`src/rtl/recip_scheduler.sv`:
```
// Reciprocal scheduler: feeds diagonal coefficients one at a time to the shared
// reciprocal unit and collects the S1.30 results into an indexed table.
module recip_scheduler #(
  parameter int NUM_ENTRY = 16,
  parameter int ADDR_W    = 4,
  parameter int TIMEOUT   = 31
) (
  input  logic                i_clk,
  input  logic                i_reset_n,
  input  logic                i_start,
  input  logic                i_coef_valid,
  input  logic signed [7:0]   i_coef,
  output logic                o_coef_ready,
  output logic                o_rc_reset,
  output logic                o_rc_valid,
  output logic [7:0]          o_rc_divisor,
  input  logic                i_rc_valid,
  input  logic [31:0]         i_rc_quotient,
  input  logic [ADDR_W-1:0]   i_rd_addr,
  output logic [31:0]         o_rd_data,
  output logic                o_done,
  output logic                o_err_zero,
  output logic                o_err_timeout
);

  localparam int TMO_W = $clog2(TIMEOUT + 1);
  localparam logic [ADDR_W-1:0] LAST_IDX = ADDR_W'(NUM_ENTRY - 1);
  localparam logic [TMO_W-1:0]  TMO_LAST = TMO_W'(TIMEOUT - 1);

  typedef enum logic [2:0] {
    WAIT_START,
    ACCEPT,
    CLR,
    RUN,
    STORE,
    DONE
  } state_t;

  state_t             state;
  logic [ADDR_W-1:0]  cnt;
  logic [TMO_W-1:0]   tmo_cnt;
  logic [7:0]         div_q;
  logic               err_zero_q;
  logic               err_tmo_q;
  logic [31:0]        rtab [NUM_ENTRY];

  // A reply on the last allowed RUN cycle takes priority over the timeout.
  always_ff @(posedge i_clk or negedge i_reset_n) begin
    if (!i_reset_n) begin
      state      <= WAIT_START;
      cnt        <= '0;
      tmo_cnt    <= '0;
      div_q      <= '0;
      err_zero_q <= 1'b0;
      err_tmo_q  <= 1'b0;
      for (int i = 0; i < NUM_ENTRY; i++) rtab[i] <= '0;
    end else begin
      case (state)
        WAIT_START, DONE: begin
          if (i_start) begin
            state      <= ACCEPT;
            cnt        <= '0;
            tmo_cnt    <= '0;
            err_zero_q <= 1'b0;
            err_tmo_q  <= 1'b0;
            for (int i = 0; i < NUM_ENTRY; i++) rtab[i] <= '0;
          end
        end
        ACCEPT: begin
          if (i_coef_valid) begin
            div_q <= i_coef;
            if (i_coef == '0) begin
              rtab[cnt]  <= '0;
              err_zero_q <= 1'b1;
              state      <= STORE;
            end else begin
              state <= CLR;
            end
          end
        end
        CLR: state <= RUN;
        RUN: begin
          tmo_cnt <= tmo_cnt + 1'b1;
          if (i_rc_valid) begin
            rtab[cnt] <= i_rc_quotient;
            state     <= STORE;
          end else if (tmo_cnt == TMO_LAST) begin
            rtab[cnt] <= '0;
            err_tmo_q <= 1'b1;
            state     <= STORE;
          end
        end
        STORE: begin
          tmo_cnt <= '0;
          if (cnt == LAST_IDX) begin
            state <= DONE;
          end else begin
            cnt   <= cnt + 1'b1;
            state <= ACCEPT;
          end
        end
        default: state <= WAIT_START;
      endcase
    end
  end

  // Moore outputs decoded from the state register; reset forces WAIT_START,
  // so the unit reset rises immediately with i_reset_n.
  assign o_coef_ready  = (state == ACCEPT);
  assign o_rc_reset    = (state != RUN);
  assign o_rc_valid    = (state == RUN);
  assign o_done        = (state == DONE);
  assign o_rc_divisor  = div_q;
  assign o_err_zero    = err_zero_q;
  assign o_err_timeout = err_tmo_q;

  generate
    if (NUM_ENTRY == (1 << ADDR_W)) begin : g_rd_full
      assign o_rd_data = rtab[i_rd_addr];
    end else begin : g_rd_guard
      assign o_rd_data = (int'(i_rd_addr) < NUM_ENTRY) ? rtab[i_rd_addr] : '0;
    end
  endgenerate

endmodule

```
`config.mk`:
```
export PLATFORM = sky130hd
export DESIGN_NAME = recip_scheduler
export DESIGN_NICKNAME = d
export VERILOG_FILES = /design/src/rtl/recip_scheduler.sv
export SDC_FILE = /design/constraint.sdc
export NUM_CORES = 1
export LEC_CHECK = 0
export CORE_ASPECT_RATIO = 0.6
export CORE_MARGIN = 10
export CORE_UTILIZATION = 55
export DETAILED_ROUTE_END_ITERATION = 10
export HOLD_SLACK_MARGIN = 0.1
export PLACE_DENSITY = 0.73
export SLEW_MARGIN = 40
export SYNTH_ARGS = -nofsm -noshare
export SYNTH_HDL_FRONTEND = slang
export SYNTH_SLANG_ARGS = --single-unit
```
`constraint.sdc`:
```
create_clock -name i_clk -period 5.29 [get_ports i_clk]
set_clock_uncertainty 0.2 [all_clocks]
set_input_delay 0.7935 -clock i_clk [delete_from_list [all_inputs] [get_ports i_clk]]
set_output_delay 0.7935 -clock i_clk [all_outputs]
set_load 0.01 [all_outputs]
```
# ---- Word-level counts from Yosys, hierarchy flattened
# Index checks and enable logic that the tools add are counted.
dict set report totals {
  output_inout_bits 46
  wordCells 93
  register_bits 534
  input_bits 49
}
dict set report op_classes {
  mux 31
  n_reduce_logical 16
  order_cmp 3
  eq_ne 15
  bitwise 4
  addsub 2
}
# cell count
set ops {}
lappend ops {{two-way mux 512 bit} 5}
lappend ops {{case mux 512 bit (3 select lines)} 1}
lappend ops {{AND 512 bit} 1}
lappend ops {{bitwise mux 512 bit} 1}
lappend ops {{inverter 512 bit} 1}
lappend ops {{binary-select mux 32 bit (select 4 bit)} 1}
lappend ops {{demux 32 bit (select 4 bit)} 1}
lappend ops {{two-way mux 32 bit} 3}
lappend ops {{two-way mux 3 bit} 6}
lappend ops {{case mux 3 bit (5 select lines)} 1}
lappend ops {{case mux 5 bit (3 select lines)} 1}
lappend ops {{>= comparator 5 bit, second input constant} 2}
lappend ops {{inverter 4 -> 5 bit} 2}
lappend ops {{logical NOT 8 bit} 1}
lappend ops {{two-way mux 4 bit} 2}
lappend ops {{inequality test 2 bit, second input constant} 4}
lappend ops {{case mux 4 bit (2 select lines)} 1}
lappend ops {{AND reduction 4 bit} 2}
lappend ops {{equality test 3 x 2 -> 1 bit, second input constant} 2}
lappend ops {{equality test 3 bit, second input constant} 2}
lappend ops {{AND reduction 3 bit} 2}
lappend ops {{nonzero test 2 bit} 3}
lappend ops {{nonzero test 3 bit} 2}
lappend ops {{adder 5 x 1 -> 5 bit, second input constant} 1}
lappend ops {{other kinds (16)} 23}

# ---- Depth between registers and ports, before layout
# Gate-level depths: netlist of run 1.
dict set report depth {
  ltp_word 10
  depth_mapped 10
  ltp_nobuf 7
}

# ---- Worst setup path after synthesis of run 1
# OpenSTA, ideal clock, no wires.
dict set report synth_timing {
  path_type {in2out}
  startpoint {input i_rd_addr[1]}
  endpoint {output o_rd_data[14]}
  path_slack_ns 1.633
  path_buffers 2
  t_required_ns 4.297
  path_stages 4
  arrival_ns 2.664
  path_cell_list {buf_2 buf_1 mux4_2 mux4_2}
}
dict set report synth_between {
  elab_chain_len 4
}
# item line_no
set synth_rtl {}
lappend synth_rtl {{start, declared} 19} ;# input logic [ADDR_W-1:0] i_rd_addr,
lappend synth_rtl {{inverter 4 -> 5 bit (implied by the code)} 119} ;# assign o_rd_data = rtab[i_rd_addr];
lappend synth_rtl {{binary-select mux 32 bit (select 4 bit)} 119}
lappend synth_rtl {{two-way mux 32 bit (implied by the code) (2 in series)} 119}
lappend synth_rtl {{end, declared} 20} ;# output logic [31:0] o_rd_data,
# Every way passes these cells. The select of a mux whose other input is x is not followed.

# ---- Worst setup path after layout of run 1
dict set report layout_timing {
  startpoint {input i_rd_addr[0]}
  endpoint {output o_rd_data[18]}
}
# Same word-level chain as after synthesis.

==> results.yml, run 1 <==
status:
  status: "finished clean"
floorplan:
  rows: 59
  die_y_um: 183
  die_x_um: 292
  core_area_sq_um: 43600
  top_level_ports: 95
  die_area_sq_um: 53500
  initial_core_util_pct: 56.0
pwr:
  combPwrFrac_pct: 32.5
  p_seq_share_pct: 36.5
  p_sw_share_pct: 40.1
  p_sw_uw: 4770
  clockPowerShare_pct: 31.0
  p_int_uw: 7120
  cellPowerDensity_nw_per_um2: 436
  vdd_drop_max_v: 0.000645
  leakage_uw: 0.0110
  total_power_uw: 11900
clock_network:
  cts_buffer_depth: 3
  htree_levels: 2
  cts-buffers-inserted: 48
  clock_latency_ps: 560
  root_buffer: "clkbuf_16"
  cts_tree: "yes"
  cts.clk_slew.worst_paths_ps: 60
  clock_sinks: 534
  post_cts_resized: 0
critical_path:
  critPathKind: "in2out"
  critPathLaunchType: "input pin"
  crit_arrival_ps: 3210
  cp.required_ps: 4300
  crit_fanout: 41
  worstSetupEndpointType: "primary output"
yosys:
  synth-seq-cells: 534
  synth-compound-area-share_pct: 22.1
  synth_top_family_by_area: "compound AO/OA/AOI/OAI gates"
  synth_fa_ha_area_share_pct: 0.307
  synthFlopType: "dfrtp_1"
  synth-async-reset-ratio_pct: 100
  synth_edf_count: 0
  syn_nets: 1635
  synth_xor_area_share_pct: 0.0717
  muxShareOfSynthArea_pct: 15.1
  yosys_warnings: 0
  synth_cells: 1580
  synthTopCellsByArea: "dfrtp_1 55%, mux4_2 15%, o2bb2ai_1 14%"
  yosysUniqueCellTypes: 48
  synth_top_area_share_pct: 54.7
  syn_avg_cell_area_sq_um: 15.5
  synth_area_sq_um: 24400
  synth-simple-area-share_pct: 3.03
  ys_seq_area_share_pct: 54.7
  yosysTopAreaCell: "dfrtp_1"
detailed_routing:
  drc: 0
  post_drt_wl_per_cell_um: 33.2
  routed_wirelength_um: 73600
  antenna_left: 0
  vias: 16100
  first_pass_iters: 5
  viasPerCell: 7.27
  dr.first_iter.drc_count: 1941
final_layout:
  area_growth_pct: 11.6
  num_antenna_cells: 0
  drive_gt1_share_pct: 26.3
  num-nets-final: 1652
  stdcell_count: 2215
sta:
  period_needed_ps: 4200
  fin_crit_sh_pct: 79.5
  fmax_ghz: 0.238
  hold_ws_ps: 287
  setup_viol: 0
  finalSetupTns_ps: 0
  final-hold-violation-count: 0
  worst_pin_slew_ps: 911
  relSlewSlack_pct: 39.1
  slew_viol_final: 0
  rsz0062_at_grt: "false"
placement:
  dp_cells: 2124
  hpwl_um: 41800
  gp_congestion: 0.809
  io_buffers: 94
global_routing:
  grt_pass1_vias: 16700
  overflow: 0
  grt_max_degree: 120
  antenna_found_initial: 0
  track_usage_pct: 27.4
  grt_first_pass_wirelength_um: 112000
flow_run:
  drv_cap: 0
worst_hold_path:
  hold_class: "reg2reg"
[power by group through the flow]
stage | clock [uW] | combinational [uW] | sequential [uW]
2_1_floorplan | 0 | 2480 | 4370
3_3_place_gp | 0 | 3580 | 4400
3_5_place_dp | 0 | 3760 | 4400
4_1_cts | 3710 | 3750 | 4330
5_1_grt | 3890 | 3960 | 4350
6_report | 3690 | 3870 | 4340
[area by class of cell]
class                           count  area [sq um]
Clock buffer                       72          1410
Clock inverter                     17           230
Fill cell                        3173         16400
Inverter                            7          26.3
Multi-Input combinational cell    860          9950
Sequential cell                   534         13400
Tap cell                          579           724
Timing Repair Buffer              146          1550
[cell families (layout without fill, tap and decap cells)]
logic type | count (synthesis) | count (layout)
AOI/OAI and AO/OA | 548 | 548
muxes | 168 | 168
adders and majority gates | 6 | 6
and+or+nand+nor | 136 | 136
buffers and inverters | 186 | 242
DFF | 534 | 534
xor gates and xnor gates | 2 | 2
[flip-flops by register name, summed over array words and instances, names as in the netlist]
signal,flops
rtab,512
o_rc_divisor,8
state,3
o_err_zero,1
o_err_timeout,1
tmo_cnt,5
cnt,4
[Yosys cell counts (2+ instances only)]
cell,n
nand2b_1,2
a2bb2oi_1,17
o21ai_0,13
nand3_1,5
a21oi_1,2
o2bb2ai_1,397
ha_1,6
nand2_2,6
nor4_1,2
mux2_2,8
o21a_1,2
o21ai_2,2
o2bb2ai_2,100
dfrtp_1,534
nor2_1,14
buf_1,13
mux4_2,160
buf_4,53
buf_6,16
nand2_1,66
nor2b_1,3
clkbuf_1,61
buf_2,29
nand4_1,3
a31oi_1,2
o21ai_4,6
and3_1,7
nand3_2,6
and2_1,5
nand2_4,8
xor2_1,2
o31ai_1,2
buf_8,7
inv_1,7
[through the flow]
step	worst slack, ps	utilization, %	instance area [sq um]
global route	1000	62.5	27300
global placement	1090	58.4	25500
finish	1090	62.5	27300
detailed placement	1050	58.6	25600
CTS	1060	62.4	27200
floorplan	1630	-	24400
[metal layers]
| layer | part of all wire [%] | wire length, um | global-route usage [%] | up-vias |
|---|---|---|---|---|
| met1 | 43 | 31300 | 39.9 | 8614 |
| met3 | 11 | 8210 | 8.37 | 146 |
| met4 | 2.7 | 1950 | 7.91 | 0 |
| met5 | 0 | 0 | 0 | - |
| li1 | - | - | - | 6352 |
| met2 | 44 | 32100 | 39.3 | 998 |
[placed cells by master (no fill, tap or decap), drive strengths merged, types with 2 or more instances in the layout]
| cell | instances |
|---|---|
| and2 | 5 |
| nand2b | 2 |
| clkinv | 10 |
| ha | 6 |
| clkdlybuf4s50 | 89 |
| clkinvlp | 2 |
| inv | 7 |
| nor4 | 2 |
| a2bb2oi | 17 |
| a21oi | 2 |
| and3 | 7 |
| dfrtp | 534 |
| o21a | 2 |
| o2bb2ai | 497 |
| xor2 | 2 |
| o21ai | 21 |
| clkbuf | 73 |
| nand4 | 3 |
| a31oi | 2 |
| nand2 | 80 |
| mux4 | 160 |
| bufinv | 5 |
| nor2 | 14 |
| mux2 | 8 |
| nor2b | 3 |
| nand3 | 12 |
| o31ai | 2 |
| buf | 55 |
[repair_timing]
action | 4_1_cts | 5_1_grt
hold buffers | 0 | 1
buffers inserted | 0 | 0
endpoints found under the hold margin | 0 | 30
[worst max-delay path, cell delays in order]
cell and delay (ps):
clkbuf_8 470, buf_12 290, mux4_2 560, mux4_2 520, clkdlybuf4s50_1 510
[path summary, 6_finish.rpt]
kind                               from         endpoint  slack (ps)  depth (start not counted)
max in group asynchronous     i_reset_n        rtab[306]        3060                          4
min                           rtab[136]        rtab[136]         290                          1
max reg2reg                    state[2]        rtab[172]        1570                          6
max                        i_rd_addr[0]    o_rd_data[18]        1090                          5
min in group asynchronous     i_reset_n  o_rc_divisor[1]         500                          2
min reg2reg                   rtab[136]        rtab[136]         290                          1
No activity file was read; power rests on OpenSTA's default activity.
==> run 2: changes to the inputs <==
Clock period 5.29 ns to 4.1 ns, I/O delays scaled along.
==> results.yml, run 2 (synthesis results as in run 1) <==
status:
  status: "finished clean"
sta:
  slew_viol_final: 0
  finalSetupTns_ps: 0
  fmax_ghz: 0.276
  final-hold-violation-count: 0
  fin_crit_sh_pct: 88.4
  rsz0062_at_grt: "false"
  setup_viol: 0
  relSlewSlack_pct: 46.0
  worst_pin_slew_ps: 807
  period_needed_ps: 3630
clock_network:
  cts.clk_slew.worst_paths_ps: 60
  post_cts_resized: 0
  cts_buffer_depth: 3
  clock_latency_ps: 580
  root_buffer: "clkbuf_16"
  cts_tree: "yes"
  clock_sinks: 534
  cts-buffers-inserted: 49
  htree_levels: 2
critical_path:
  cp.required_ps: 3280
  critPathKind: "in2out"
  critPathLaunchType: "input pin"
  crit_arrival_ps: 2810
  worstSetupEndpointType: "primary output"
  crit_fanout: 16
final_layout:
  ff_latch_area_sq_um: 13400
  largest_reg_flops: 512
  num-nets-final: 1663
  stdcell_count: 2224
  drive_gt1_share_pct: 27.2
  area_growth_pct: 12.5
  layout_commonest_cell: "dfrtp_1"
  final_cell_mix: "534 x dfrtp_1, 397 x o2bb2ai_1, 160 x mux4_2, 100 x o2bb2ai_2, 89 x clkdlybuf4s50_1"
  fin_area_sq_um: 27500
  regMostFlops: "rtab"
  multiInputGateArea_sq_um: 9950
  fill_cells: 3078
  num_antenna_cells: 0
detailed_routing:
  drc: 0
  vias: 16200
  routed_wirelength_um: 73200
  dr.first_iter.drc_count: 1915
  antenna_left: 0
  post_drt_wl_per_cell_um: 32.9
  first_pass_iters: 5
  viasPerCell: 7.27
global_routing:
  grt_first_pass_wirelength_um: 112000
  antenna_found_initial: 0
  grt_max_degree: 93
  overflow: 0
  track_usage_pct: 27.4
  grt_pass1_vias: 16800
floorplan:
  die_area_sq_um: 53500
  die_x_um: 292
  die_y_um: 183
  top_level_ports: 95
  initial_core_util_pct: 56.0
  rows: 59
  core_area_sq_um: 43600
placement:
  io_buffers: 94
  gp_congestion: 0.817
  place_area_sq_um: 25800
  hpwl_um: 40600
  dp_cells: 2134
pwr:
  cellPowerDensity_nw_per_um2: 562
  vdd_drop_max_v: 0.000625
  p_sw_uw: 6210
  combPwrFrac_pct: 32.7
  p_int_uw: 9230
  clockPowerShare_pct: 31.1
  p_sw_share_pct: 40.2
  p_seq_share_pct: 36.2
  leakage_uw: 0.0112
worst_hold_path:
  hold_class: "reg2reg"
flow_run:
  drv_cap: 0
==> run 2: changes by cell type in the layout (fill, tap and decap cells not counted), moves of 2 or more <==
cell / delta
clkbuf_8: +7
clkbuf_1: -7
buf_12: +14
buf_16: -3
bufinv_16: -2
==> run 2: final timing paths <==
kind,from,end,slack [ps],cells after the start
worst max-delay path,i_rd_addr[0],o_rd_data[9],470,6
worst min-delay path,rtab[322],rtab[322],290,1
worst max register to register,state[1],rtab[74],950,7
worst min register to register,rtab[322],rtab[322],290,1
max in group asynchronous,i_reset_n,rtab[302],2270,3
min in group asynchronous,i_reset_n,o_rc_divisor[3],410,2
==> run 2: critical path, stage by stage <==
cell	delay, ps
clkbuf_8	200
buf_12	210
buf_4	190
mux4_2	520
mux4_2	540
clkdlybuf4s50_1	510
==> run 2: layout make-up <==
type | count | area share [%]
Sequential cell | 534 | 48.6
Multi-Input combinational cell | 860 | 36.2
Timing Repair Buffer | 156 | 6.32
Clock buffer | 73 | 5.49
Tap cell | 579 | 2.64
Clock inverter | 15 | 0.601
Inverter | 7 | 0.0956
==> run 2: repair_timing <==
item / CTS / global route
hold endpoints to repair: 71 / 0
hold buffers: 1 / 0
setup buffers: 0 / 0
==> run 2: power groups by stage <==
stage	sequential, uW	combinational [uW]	clock [uW]
3_3_place_gp	5680	4790	0
4_1_cts	5590	4870	4840
6_report	5590	5050	4800
5_1_grt	5620	5160	5050
3_5_place_dp	5680	4870	0
2_1_floorplan	5640	3200	0
==> run 2: routing by layer <==
metal	global-route usage, %	vias up	part of all wire [%]
li1	-	6379	-
met1	39.5	8708	43
met2	40.4	946	44
met3	7.63	145	10
met4	7.21	0	2.5
met5	0	-	0
==> run 2: through the flow <==
step | setup WS, ps | util, % | hold WS [ps] | total power, uW
5_1_grt | 397 | 63.0 | 300 | 15800
3_5_place_dp | 469 | 59.1 | 268 | 10500
2_1_floorplan | 800 | - | 119 | 8840
3_3_place_gp | 480 | 59.0 | 265 | 10500
4_1_cts | 462 | 62.9 | 287 | 15300
6_report | 474 | 63.0 | 286 | 15400
==> run 3: changes to the inputs <==
Settings changed: SKIP_LAST_GASP set to 1.
==> results of run 3 <==
The final DEF is identical to that of run 2; final timing and power are the same.
